===== src/rtl/regfile_2r1w.sv =====
// 32 x 32-bit register file, two combinational read ports, one write port, debug read port.
// Optional same-cycle write-to-read bypass is enabled by defining REGFILE_WRITE_BYPASS_EN.
module regfile_2r1w #(
    parameter int DATA_W   = 32,
    parameter int ADDR_W   = 5,
    parameter int NUM_REGS = 32
) (
    input  logic              clk,
    input  logic              rst,
    input  logic              we,
    input  logic [ADDR_W-1:0] waddr,
    input  logic [DATA_W-1:0] wdata,
    input  logic              reg1_re,
    input  logic [ADDR_W-1:0] reg1_addr,
    output logic [DATA_W-1:0] reg1_data,
    input  logic              reg2_re,
    input  logic [ADDR_W-1:0] reg2_addr,
    output logic [DATA_W-1:0] reg2_data,
    input  logic [ADDR_W-1:0] dbg_addr,
    output logic [DATA_W-1:0] dbg_data
);

    // No handshake: writes commit in a single cycle and reads are zero-latency,
    // so there is no valid/ready pair and the block never back-pressures.

    // Entry 0 is storage too but is never written, so it stays at its reset value of 0.
    logic [DATA_W-1:0] regs [NUM_REGS];

    logic write_active;
    assign write_active = we && (waddr != '0);

    always_ff @(posedge clk or posedge rst) begin
        if (rst) begin
            for (int i = 0; i < NUM_REGS; i++) begin
                regs[i] <= '0;
            end
        end else if (write_active) begin
            regs[waddr] <= wdata;
        end
    end

`ifdef REGFILE_WRITE_BYPASS_EN
    localparam bit BYPASS = 1'b1;
`else
    localparam bit BYPASS = 1'b0;
`endif

    logic bypass1;
    logic bypass2;
    assign bypass1 = BYPASS && write_active && (reg1_addr == waddr);
    assign bypass2 = BYPASS && write_active && (reg2_addr == waddr);

    always_comb begin
        reg1_data = '0;
        if (rst || !reg1_re || (reg1_addr == '0)) begin
            reg1_data = '0;
        end else if (bypass1) begin
            reg1_data = wdata;
        end else begin
            reg1_data = regs[reg1_addr];
        end
    end

    always_comb begin
        reg2_data = '0;
        if (rst || !reg2_re || (reg2_addr == '0)) begin
            reg2_data = '0;
        end else if (bypass2) begin
            reg2_data = wdata;
        end else begin
            reg2_data = regs[reg2_addr];
        end
    end

    // Debug port shows committed state only, so it never sees the bypass.
    always_comb begin
        dbg_data = '0;
        if (!rst && (dbg_addr != '0)) begin
            dbg_data = regs[dbg_addr];
        end
    end

endmodule


===== config.mk =====
export PLATFORM = sky130hd
export DESIGN_NAME = regfile_2r1w
export DESIGN_NICKNAME = d
export VERILOG_FILES = /design/src/rtl/regfile_2r1w.sv
export SDC_FILE = /design/constraint.sdc
export NUM_CORES = 2
export LEC_CHECK = 0
export BUFFER_PORTS_ARGS = -buffer_cell sky130_fd_sc_hd__buf_2
export CAP_MARGIN = 10
export CORE_ASPECT_RATIO = 1.4
export CORE_MARGIN = 1.5
export CORE_UTILIZATION = 50
export DETAILED_ROUTE_END_ITERATION = 6
export PLACE_DENSITY = 0.77
export SETUP_SLACK_MARGIN = 0.02
export SYNTH_ARGS = -nofsm -noshare
export SYNTH_HDL_FRONTEND = slang
export SYNTH_SLANG_ARGS = --single-unit

===== constraint.sdc =====
create_clock -name clk -period 42.1 [get_ports clk]
set_input_delay 8.42 -clock clk [delete_from_list [all_inputs] [get_ports clk]]
set_output_delay 8.42 -clock clk [all_outputs]
set_load 0.01 [all_outputs]

== After elaboration in Yosys (flattened, before gate mapping) ==
Index checks and enable logic that the tools add are counted.

* Bits in registers: 1024
* Bits of input ports: 57
* Output and inout bits: 96

* $lt $le $gt $ge: 5
* Multiplexer cells: 15
* Bitwise operators: 4
* Reductions and logical operators: 14

{| class="wikitable"
|+ Operator list
! cell !! number
|-
| $bwmux 1024 || 1
|-
| $bmux 32 s5 || 3
|-
| $mux 32 || 10
|-
| $demux 32 s5 || 1
|-
| $ge 6x6->1 const B || 4
|-
| $not 5->6 || 4
|-
| $logic_not 5->1 || 2
|-
| $reduce_bool 5->1 || 2
|-
| $lt 6x1->1 const B || 1
|-
| $logic_or 1x1->1 || 4
|-
| $logic_and 1x1->1 || 3
|-
| $logic_not 1->1 || 3
|}

== Longest topological paths before layout ==
* Depth after elaboration: 6
* Depth in mapped cells: 9

== Worst setup path before layout ==
Ideal clock, no wire load.

* Kind: input -> output
* Start: input dbg_addr[2]
* End: output dbg_data[10]
* Arrival: 9.886 ns
* Data required time: 33.680 ns
* Path slack: 23.794 ns
* Stages on the path: 7
* Buffers on the path: 3
* Path through: buf_4 -> buf_2 -> clkbuf_1 -> mux4_2 -> mux2i_1 -> o22ai_1 -> or2_1

* Cells in the longest elaborated chain, start to end: 5
* Elaborated cells between the ends (all ways): 7
* Classes of those cells: mux (4); bitwise (1); reduce/logical (2)

{| class="wikitable"
|+ Ends and longest elaborated chain
! element !! RTL line !! source
|-
| start, declared || 19 || <nowiki>input logic [ADDR_W-1:0] dbg_addr,</nowiki>
|-
| $not 5->6 (not written as such) || 79 || <nowiki>dbg_data = regs[dbg_addr];</nowiki>
|-
| $bmux 32 s5 || 79 ||
|-
| $mux 32 (not written as such) (2 in a row) || 79 ||
|-
| $mux 32 (*) || 78 || <nowiki>if (!rst && (dbg_addr != '0)) begin</nowiki>
|-
| end, declared || 20 || <nowiki>output logic [DATA_W-1:0] dbg_data</nowiki>
|}

Mark *: on every way between the ends. The rest lies on a longest branch, timed or not. The select of a mux whose other input is x is not followed.

== Final worst setup path ==
* Start: input dbg_addr[2]
* End: output dbg_data[9]

The elaborated chain is that of the path after synthesis.

==> impl_metrics.py <==
metrics = {
    "synth": {
        "syn_nets": 4734,
        "synthAdderAreaFrac": 0,
        "synth_top_family_by_area": "multiplexers",
        "syn_area_um2": 63700,
        "ys_seq_elements": 1024,
        "synth_compound_area_frac": 0.0491,
        "yosys.area_share.simple": 0.0329,
        "synthDistinctLibCells": 40,
        "synth-seq-area-share": 0.402,
        "avgSynthCellArea_um2": 13.6,
        "yosys_warnings": 0,
        "synth_xor_area_frac": 0,
        "synth_cells": 4677,
        "synthMuxAreaShare": 0.475,
    },
    "floorplan": {
        "coreArea_um2": 126000,
        "io_pins": 153,
        "placementRows": 154,
        "initial_utilization": 0.505,
        "die_y_um": 425,
        "die_area_um2": 130000,
        "dieWidth_um": 305,
    },
    "cells_and_area": {
        "stdcell_count": 6237,
        "fillers": 10100,
        "multi_input_area_um2": 35800,
        "seq_area_um2": 25600,
        "synthToLayoutAreaGrowth_pct": 7.79,
        "nets": 4555,
        "regMostFlops": "regs",
        "top_regs": "regs: 1024 flops",
        "largest_register_ffs": 1024,
        "final_util": 0.544,
        "drive_gt1_frac": 0.464,
    },
    "sta": {
        "timing.final.crit_share": 0.498,
        "min_period_ns": 20.97,
        "final.setup.tns_ns": 0,
        "slew_violations": 0,
        "fin_skew_ns": 0,
        "worstMarginPinSlew_ns": 1.37,
        "timing.hold.ws_ns": 0.427,
        "maxSlewHeadroom": 0.0839,
        "hold_violations": 0,
        "setup_viol": 0,
        "fmaxAchievable_mhz": 47.7,
        "rsz0062_at_grt": "no",
    },
    "global_route": {
        "grt_pass1_wl_mm": 329,
        "antenna_found_initial": 22,
        "overflow": 0,
        "grt_max_degree": 180,
        "grt_pass1_vias": 47400,
        "grtUsageTotal": 0.346,
    },
    "critical_path": {
        "path_max_fanout": 100,
        "worstSetupPathType": "input pin to output port",
        "critPathRequiredTime_ns": 33.68,
        "endpoint_kind": "output port",
        "cpMostUsedCell": "buf_4",
        "path_delay_family": "buffers and inverters",
        "critPathBufInv": 5,
        "crit_chain": "buf_8 -> buf_4 -> buf_12 -> buf_4 -> mux4_2 -> mux2i_1 -> o22ai_1 -> or2_1 -> buf_2",
        "crit_slowest_cell": "buf_4",
        "arrival_ns": 12.55,
        "startpoint_type": "input pin",
        "critPathMaxStageDelay_ns": 0.82,
    },
    "clocking": {
        "clockBufferDepth": 3,
        "clock_latency_ns": 0.72,
        "root_buffer": "clkbuf_16",
        "cts_hold_buf": 0,
        "numCtsBuffers": 100,
        "cts_sinks": 1024,
        "postCtsSetupBuffers": 0,
        "cts_resized": 0,
        "htreeDepth": 3,
        "clkTransAtPathRegs_ns": 0.06,
        "cts_tree": "yes",
    },
    "detailed_routing": {
        "drt-total-wl_mm": 226,
        "postRouteAntennaNets": 0,
        "via_per_inst": 7.49,
        "drc": 3,
        "drt_iter0_markers": 6596,
        "wire_per_inst_um": 36.2,
        "drt_pass1_iterations": 7,
        "num_vias": 46700,
    },
    "flow_run": {
        "max-cap-violations": 0,
    },
    "placement": {
        "dp_cells": 6034,
        "io_buffers": 152,
        "place.gp.congestion": 0.906,
        "dp.final_hpwl_mm": 131,
    },
    "min_path": {
        "hold_class": "register to register",
    },
    "pwr": {
        "p_leak_nw": 29.8,
        "cellPowerDensity_nw_per_um2": 44.9,
        "ir_drop_v": 0.0000383,
    },
    "run_status": {
        "violations": "design-rule violations",
        "status": "finished with violations",
    },
}
-- per-layer routing --
layer | share of wire | global-route usage | up-vias
li1 | - | - | 17800
met1 | 0.34 | 0.413 | 24300
met2 | 0.44 | 0.521 | 3536
met3 | 0.12 | 0.113 | 1098
met4 | 0.089 | 0.264 | 22
met5 | 0.00068 | 0.00221 | -
-- cells in the final DEF (no fill, tap or decap), types with 18 or more instances in the layout --
master,netlist,final
a21oi_1,67,67
a22oi_1,169,169
a31oi_1,62,62
a32oi_1,62,62
and3_1,18,18
buf_2,179,141
buf_4,56,95
clkbuf_16,0,103
clkbuf_8,0,24
clkinv_2,0,24
dfrtp_1,1024,1024
diode_2,0,19
mux2_2,1101,1101
mux2i_1,580,580
mux4_2,532,532
nand2_1,234,218
nand2b_1,26,26
nand3_1,45,45
nand4_1,18,18
nor2_4,0,19
o21ai_0,25,25
o22ai_1,52,52
or2_1,26,26
-- Yosys cell counts --
| cell type | number | share of area |
|---|---|---|
| mux2_2 | 1101 | 0.19 |
| dfrtp_1 | 1024 | 0.40 |
| mux2i_1 | 580 | 0.091 |
| mux4_2 | 532 | 0.19 |
| nand2_1 | 234 | 0.014 |
| clkbuf_1 | 214 | 0.013 |
| buf_2 | 179 | 0.014 |
| a22oi_1 | 169 | 0.020 |
| a21oi_1 | 67 | 0.0053 |
| buf_1 | 65 | 0.0038 |
| a31oi_1 | 62 | 0.0061 |
| a32oi_1 | 62 | 0.0085 |
| buf_4 | 56 | 0.0066 |
| o22ai_1 | 52 | 0.0051 |
| nand3_1 | 45 | 0.0035 |
| nand2b_1 | 26 | 0.0026 |
| or2_1 | 26 | 0.0026 |
| o21ai_0 | 25 | 0.0020 |
| nor2_1 | 24 | 0.0014 |
| buf_6 | 20 | 0.0035 |
| and3_1 | 18 | 0.0018 |
| nand4_1 | 18 | 0.0018 |
| nor2b_1 | 16 | 0.0016 |
| a221oi_1 | 8 | 0.0011 |
| and2_1 | 8 | 0.00079 |
| mux2_1 | 8 | 0.0014 |
| nand3b_1 | 7 | 0.00082 |
| a21bo_2 | 6 | 0.00094 |
| nor3b_1 | 6 | 0.00071 |
| and3b_1 | 3 | 0.00041 |
| inv_1 | 3 | 0.00018 |
| nor4_1 | 3 | 0.00029 |
| nor2_2 | 2 | 0.00020 |
| nor3_1 | 2 | 0.00016 |
| a21oi_4 | 1 | 0.00026 |
| and2_0 | 1 | 0.000098 |
| or2_2 | 1 | 0.000098 |
| or3b_1 | 1 | 0.00014 |
| or3b_2 | 1 | 0.00014 |
| or4_1 | 1 | 0.00012 |
-- stage by stage --
step                total power [mW]  setup slack, ns  instance area (µm²)
floorplan                       1.90             4.75                63700
global placement                2.07            21.21                65200
detailed placement              2.10            21.17                65200
CTS                             3.06            21.15                68600
global route                    3.19            21.05                68700
finish                          3.08            21.13                68700
-- report_power, final --
group	internal, mW	switching [mW]
logic	0.429	0.317
clock network	0.551	0.417
registers	1.17	0.197
-- cells by family (layout without fill, tap and decap cells) --
family                 after synthesis  in the layout
muxes                             2221           2221
DFF                               1024           1024
buffers and inverters              537            440
AOI/OAI and AO/OA                  452            452
and+or+nand+nor                    443            443
other                                0             19
-- final timing paths --
check	from	cells past startpoint	end	slack (ns)
setup reg to reg	regs[570]	1	regs[570]	41.23
max in group asynchronous	rst	4	regs[1016]	31.56
min in group asynchronous	rst	2	regs[655]	8.08
hold / removal	regs[1008]	0	regs[1008]	0.43
hold reg to reg	regs[1008]	0	regs[1008]	0.43
setup / recovery	dbg_addr[2]	9	dbg_data[9]	21.13
-- layout make-up --
type | instances | area share
Clock buffer | 140 | 0.0430
Clock inverter | 44 | 0.00770
Sequential cell | 1024 | 0.373
Multi-Input combinational cell | 3116 | 0.520
Antenna cell | 19 | 0.000692
Timing Repair Buffer | 253 | 0.0250
Tap cell | 1638 | 0.0298
Inverter | 3 | 0.000273
No activity file was read; power rests on OpenSTA's default activity.
